[config.mk]
export PLATFORM = sky130hd
export DESIGN_NAME = regfile_dump
export DESIGN_NICKNAME = d
export VERILOG_FILES = /design/src/rtl/regfile_dump_pkg.sv /design/src/rtl/regfile_dump_counter.sv /design/src/rtl/regfile_dump.sv
export SDC_FILE = /design/constraint.sdc
export NUM_CORES = 1
export LEC_CHECK = 0
export BUFFER_PORTS_ARGS = -buffer_cell sky130_fd_sc_hd__clkbuf_2
export CELL_PAD_IN_SITES_DETAIL_PLACEMENT = 1
export CELL_PAD_IN_SITES_GLOBAL_PLACEMENT = 2
export CORE_MARGIN = 10
export CORE_UTILIZATION = 29
export CTS_CLUSTER_DIAMETER = 200
export CTS_CLUSTER_SIZE = 28
export DETAILED_ROUTE_END_ITERATION = 8
export HOLD_SLACK_MARGIN = 0.08
export PLACE_DENSITY = 0.72
export SLEW_MARGIN = 20
export SYNTH_ARGS = -nofsm -noshare
export SYNTH_HDL_FRONTEND = slang
export SYNTH_SLANG_ARGS = --single-unit
[constraint.sdc]
create_clock -name clk -period 1.7 [get_ports clk]
set_input_delay 0.51 -clock clk [delete_from_list [all_inputs] [get_ports clk]]
set_output_delay 0.51 -clock clk [all_outputs]
set_load 0.1 [all_outputs]
[src/rtl/regfile_dump_pkg.sv]
// Shared types and constants for the register-file dump engine.
// Holds the 2-bit FSM encoding, the register count and the count-saturation helper.
package regfile_dump_pkg;

    localparam int NUM_REGS = 4;
    localparam int ADDR_W   = 2;
    localparam int CNT_W    = 3;

    typedef enum logic [1:0] {
        IDLE = 2'd0,
        READ = 2'd1,
        HOLD = 2'd2,
        FIN  = 2'd3
    } state_e;

    // Requests longer than the register file are clipped to one full pass.
    function automatic logic [CNT_W-1:0] sat_count(input logic [CNT_W-1:0] c);
        return (c > CNT_W'(NUM_REGS)) ? CNT_W'(NUM_REGS) : c;
    endfunction

endpackage

[src/rtl/regfile_dump_counter.sv]
// Remaining-word counter for a dump: loadable, decrementing, with a zero flag.
// Decrement is ignored at zero so the count can never wrap around.
module dump_counter
    import regfile_dump_pkg::*;
(
    input  logic             clk,
    input  logic             rst,
    input  logic             load_i,
    input  logic [CNT_W-1:0] load_val_i,
    input  logic             dec_i,
    output logic [CNT_W-1:0] cnt_o,
    output logic             zero_o
);

    logic [CNT_W-1:0] cnt_q;
    logic [CNT_W-1:0] cnt_d;

    always_comb begin
        cnt_d = cnt_q;
        if (load_i) begin
            cnt_d = load_val_i;
        end else if (dec_i && (cnt_q != '0)) begin
            cnt_d = cnt_q - CNT_W'(1);
        end
    end

    always_ff @(posedge clk or negedge rst) begin
        if (!rst) begin
            cnt_q <= '0;
        end else begin
            cnt_q <= cnt_d;
        end
    end

    assign cnt_o  = cnt_q;
    assign zero_o = (cnt_q == '0);

endmodule

[src/rtl/regfile_dump.sv]
// Streams a run of register-file entries out over a valid/ready port.
// Handshake: a word transfers on a cycle where out_valid=1 and out_ready=1; while
// out_valid=1 and out_ready=0, out_data, out_last and rf_addr hold steady.
module regfile_dump
    import regfile_dump_pkg::*;
#(
    parameter int W = 4
) (
    input  logic              clk,
    input  logic              rst,
    input  logic              start,
    input  logic [ADDR_W-1:0] base,
    input  logic [CNT_W-1:0]  count,
    output logic [ADDR_W-1:0] rf_addr,
    input  logic [W-1:0]      rf_data,
    output logic [W-1:0]      out_data,
    output logic              out_valid,
    input  logic              out_ready,
    output logic              out_last,
    output logic              busy,
    output logic              done,
    output state_e            dbg_state
);

    state_e            state_q, state_d;
    logic [ADDR_W-1:0] rf_addr_q, rf_addr_d;
    logic [W-1:0]      out_data_q, out_data_d;
    logic              out_valid_q, out_valid_d;
    logic              out_last_q, out_last_d;
    logic              done_q, done_d;

    logic              cnt_load;
    logic              cnt_dec;
    logic [CNT_W-1:0]  cnt_eff;
    logic [CNT_W-1:0]  cnt;
    logic              cnt_zero;

    assign cnt_eff = sat_count(count);

    dump_counter u_counter (
        .clk        (clk),
        .rst        (rst),
        .load_i     (cnt_load),
        .load_val_i (cnt_eff),
        .dec_i      (cnt_dec),
        .cnt_o      (cnt),
        .zero_o     (cnt_zero)
    );

    always_comb begin
        state_d     = state_q;
        rf_addr_d   = rf_addr_q;
        out_data_d  = out_data_q;
        out_valid_d = out_valid_q;
        out_last_d  = out_last_q;
        cnt_load    = 1'b0;
        cnt_dec     = 1'b0;
        unique case (state_q)
            IDLE: begin
                if (start) begin
                    rf_addr_d = base;
                    cnt_load  = 1'b1;
                    state_d   = (cnt_eff != '0) ? READ : FIN;
                end
            end
            READ: begin
                out_data_d  = rf_data;
                out_valid_d = 1'b1;
                out_last_d  = (cnt == CNT_W'(1));
                state_d     = HOLD;
            end
            HOLD: begin
                if (out_ready) begin
                    out_valid_d = 1'b0;
                    out_last_d  = 1'b0;
                    cnt_dec     = !cnt_zero;
                    rf_addr_d   = rf_addr_q + ADDR_W'(1);
                    state_d     = (cnt > CNT_W'(1)) ? READ : FIN;
                end
            end
            FIN: begin
                // Unconditional return: a start arriving here is dropped.
                state_d = IDLE;
            end
            default: state_d = IDLE;
        endcase
        done_d = (state_d == FIN);
    end

    always_ff @(posedge clk or negedge rst) begin
        if (!rst) begin
            state_q     <= IDLE;
            rf_addr_q   <= '0;
            out_data_q  <= '0;
            out_valid_q <= 1'b0;
            out_last_q  <= 1'b0;
            done_q      <= 1'b0;
        end else begin
            state_q     <= state_d;
            rf_addr_q   <= rf_addr_d;
            out_data_q  <= out_data_d;
            out_valid_q <= out_valid_d;
            out_last_q  <= out_last_d;
            done_q      <= done_d;
        end
    end

    assign rf_addr   = rf_addr_q;
    assign out_data  = out_data_q;
    assign out_valid = out_valid_q;
    assign out_last  = out_last_q;
    assign done      = done_q;
    assign busy      = (state_q != IDLE);
    assign dbg_state = state_q;

endmodule

==> qor.log <==
qor: outcome.run_status finished, final reports clean
qor: worst_setup_path.setup.worst_path.start_class flip-flop
qor: final_layout.drive_above_1_share 43.7%
qor: timing.setup_total_negative_slack 0 ps
qor: worst_setup_path.r2r-end rf_addr[1]
qor: placement.place_hpwl 1.56 mm
qor: worst_setup_path.critical_path_class reg2out
qor: placement.finalWeightedCongestion 0.732
qor: detailed_routing.via_count 629
qor: yosys.synth.top_cell.area_share 46.9%
qor: worst_setup_path.crit_fanout 2
qor: detailed_routing.drcViolationCount 0
qor: detailed_routing.drtPass1Iterations 3
qor: worst_setup_path.r2r_cells 5
qor: yosys.post-synth-top-count-cell sky130_fd_sc_hd__dfrtp_1
qor: placement.placed_cells 126
qor: worst_setup_path.critical_path_arrival 1100 ps
qor: yosys.synth.net_count 88
qor: timing.max_clock_freq 0.621 GHz
qor: detailed_routing.vias_per_cell 4.73
qor: clocking.cts_tree built
qor: final_layout.final_cells 133
qor: clocking.cts-root-buf sky130_fd_sc_hd__clkbuf_4
qor: global_routing.grt_max_degree 15
qor: die.fp-row-count 18
qor: final_layout.insertedDiodeCount 0
qor: run.number_of_max_cap_violations 0
qor: worst_setup_path.cp_data_required_time 1190 ps
qor: yosys.async_reset_ff_share 100%
qor: detailed_routing.wl 1.93 mm
qor: worst_setup_path.critical_path.endpoint_type output pin
qor: worst_setup_path.reg_to_reg_slack_setup 200 ps
qor: timing.period_share 94.8%
qor: die.floorplan.die_area 5010 µm²
qor: yosys.synthesis.yosys.warnings 0
qor: yosys.netlist_top_cells_area sky130_fd_sc_hd__dfrtp_1, sky130_fd_sc_hd__mux2_2, sky130_fd_sc_hd__ha_1
qor: yosys.synthDistinctLibCells 28
qor: timing.maxSlewViolCount 0
qor: global_routing.grt_pass1_vias 703
qor: timing.fin_worst_skew 4.69 ps
qor: clocking.tritoncts.num_buffers 3
qor: global_routing.grt_antenna_before_repair 0
qor: yosys.synth_area 747 µm²
qor: timing.slew_headroom 74.7%
qor: worst_setup_path.regToRegStartpoint dbg_state[1]
qor: final_layout.final.fill_count 289
qor: placement.portBuffers 24
qor: yosys.yosys_most_used_dff sky130_fd_sc_hd__dfrtp_1
qor: yosys.synth.largest_area_cell sky130_fd_sc_hd__dfrtp_1
qor: clocking.cts_repair_resize_count 0
qor: clocking.cts_hold_buffers_added 0
qor: detailed_routing.first_iter_violations 30
qor: timing.tmin_final 1610 ps
qor: clocking.cts-htree-levels 1
qor: detailed_routing.wl_per_cell 14.5 µm
qor: global_routing.global_route_wire_length_before_repair 3.40 mm
qor: global_routing.globalRoute.totalOverflow 0
qor: yosys.post_synth_inst_count 72
qor: yosys.ys_top_cells_by_count sky130_fd_sc_hd__dfrtp_1, sky130_fd_sc_hd__nor2_1, sky130_fd_sc_hd__inv_1
qor: detailed_routing.ant_nets 0
qor: clocking.cts_max_path_buffers 2
qor: yosys.synth_edf_count 0
qor: yosys.ys_seq_area_share 46.9%
qor: clocking.path_clk_slew 80 ps
qor: timing.tightest_slew 377 ps
qor: yosys.synth.ff_latch_count 14
qor: yosys.synthesis.area_per_instance 10.4 µm²
qor: worst_hold_path.holdCritPathClass in2async
qor: die.floorplan.initialDensity 30.2%
qor: final_layout.design.final.nets 120
qor: die.floorplan.io_pins 25
qor: die.fp.dieH 70.8 µm
qor: timing.timing_hold_violations_final 0
qor: clocking.clkSinkCount 14
qor: timing.timing.final.setup_violations 0
qor: global_routing.grt.total_usage 8.17%
qor: timing.rsz0062_at_grt no
qor: die.core-area 2480 µm²
qor: clocking.clk_latency 270 ps
qor: final_layout.syn_to_final_growth 39.9%
qor: die.die-width 70.8 µm
how the worst max path moves through the flow:
| stage | start | endpoint | slack, ps | cells after the start |
|---|---|---|---|---|
| global placement | start | u_counter.cnt_o[2] | 240 | 4 |
| detailed placement | start | u_counter.cnt_o[2] | 170 | 4 |
| floorplan | dbg_state[0] | busy | 7 | 2 |
| CTS | dbg_state[1] | busy | 80 | 2 |
| global route | dbg_state[1] | busy | 40 | 2 |
| finish | dbg_state[1] | busy | 90 | 2 |
final cells by class:
| class | count | area (µm²) | share of cell area (%) |
|---|---|---|---|
| Timing Repair Buffer | 28 | 230 | 22.0 |
| Inverter | 6 | 22.5 | 2.16 |
| Sequential cell | 14 | 353 | 33.8 |
| Clock buffer | 4 | 36.3 | 3.47 |
| Multi-Input combinational cell | 51 | 365 | 35.0 |
| Tap cell | 30 | 37.5 | 3.59 |
metal layers:
metal / up-vias / wire (µm) / global-route usage [%]
li1: 314 / - / -
met1: 301 / 834 / 8.66
met2: 12 / 983 / 14.3
met3: 2 / 95 / 3.77
met4: 0 / 17 / 1.94
met5: - / 0 / 0
flip-flops by register name, summed over array words and instances (netlist names):
register,cells
out_valid,1
rf_addr,2
dbg_state,2
done,1
u_counter.cnt_o,3
out_last,1
out_data,4
stage by stage:
stage / hold WS (ps) / area, µm² / utilization [%] / setup WS, ps
2_1_floorplan: 214 / 752 / - / 7.23
3_3_place_gp: 440 / 986 / 39.8 / 235
3_5_place_dp: 437 / 986 / 39.8 / 171
4_1_cts: 133 / 1040 / 42.2 / 77.9
5_1_grt: 139 / 1040 / 42.2 / 35.8
6_report: 118 / 1040 / 42.2 / 88.8
logic make-up after synthesis:
kind of cell               count (synthesis)  synth area share (%)
AOI/OAI and AO/OA                         18                  16.4
DFF                                       14                  46.9
buffers and inverters                      7                  4.52
muxes                                      7                  10.0
and+or+nand+nor                           23                  17.1
adders and majority gates                  3                  5.03
worst max-delay path, stage by stage, from the launching register on:
cell and delay (ps):
sky130_fd_sc_hd__dfrtp_2 410, sky130_fd_sc_hd__or2_4 260, sky130_fd_sc_hd__buf_12 160
timing repair:
action                                 4_1_cts  5_1_grt
setup endpoints to repair                    1        0
endpoints found under the hold margin        0        0
setup buffers                                3        0
cells in the final DEF (no fill, tap or decap), types with 2 or more instances in the layout:
master / count
sky130_fd_sc_hd__clkbuf_4: 3
sky130_fd_sc_hd__dfrtp_1: 12
sky130_fd_sc_hd__nand2b_1: 2
sky130_fd_sc_hd__a31oi_1: 2
sky130_fd_sc_hd__nand2_1: 4
sky130_fd_sc_hd__ha_1: 3
sky130_fd_sc_hd__clkbuf_2: 12
sky130_fd_sc_hd__a21oi_1: 5
sky130_fd_sc_hd__buf_4: 12
sky130_fd_sc_hd__o21ai_0: 4
sky130_fd_sc_hd__dfrtp_2: 2
sky130_fd_sc_hd__mux2_2: 4
sky130_fd_sc_hd__inv_1: 6
sky130_fd_sc_hd__mux2i_1: 3
sky130_fd_sc_hd__nor2_1: 8
sky130_fd_sc_hd__buf_12: 4
Power is left out: the tool's default activity adds up to more than one toggle a clock period on the data nets, which glitch-free logic cannot reach.
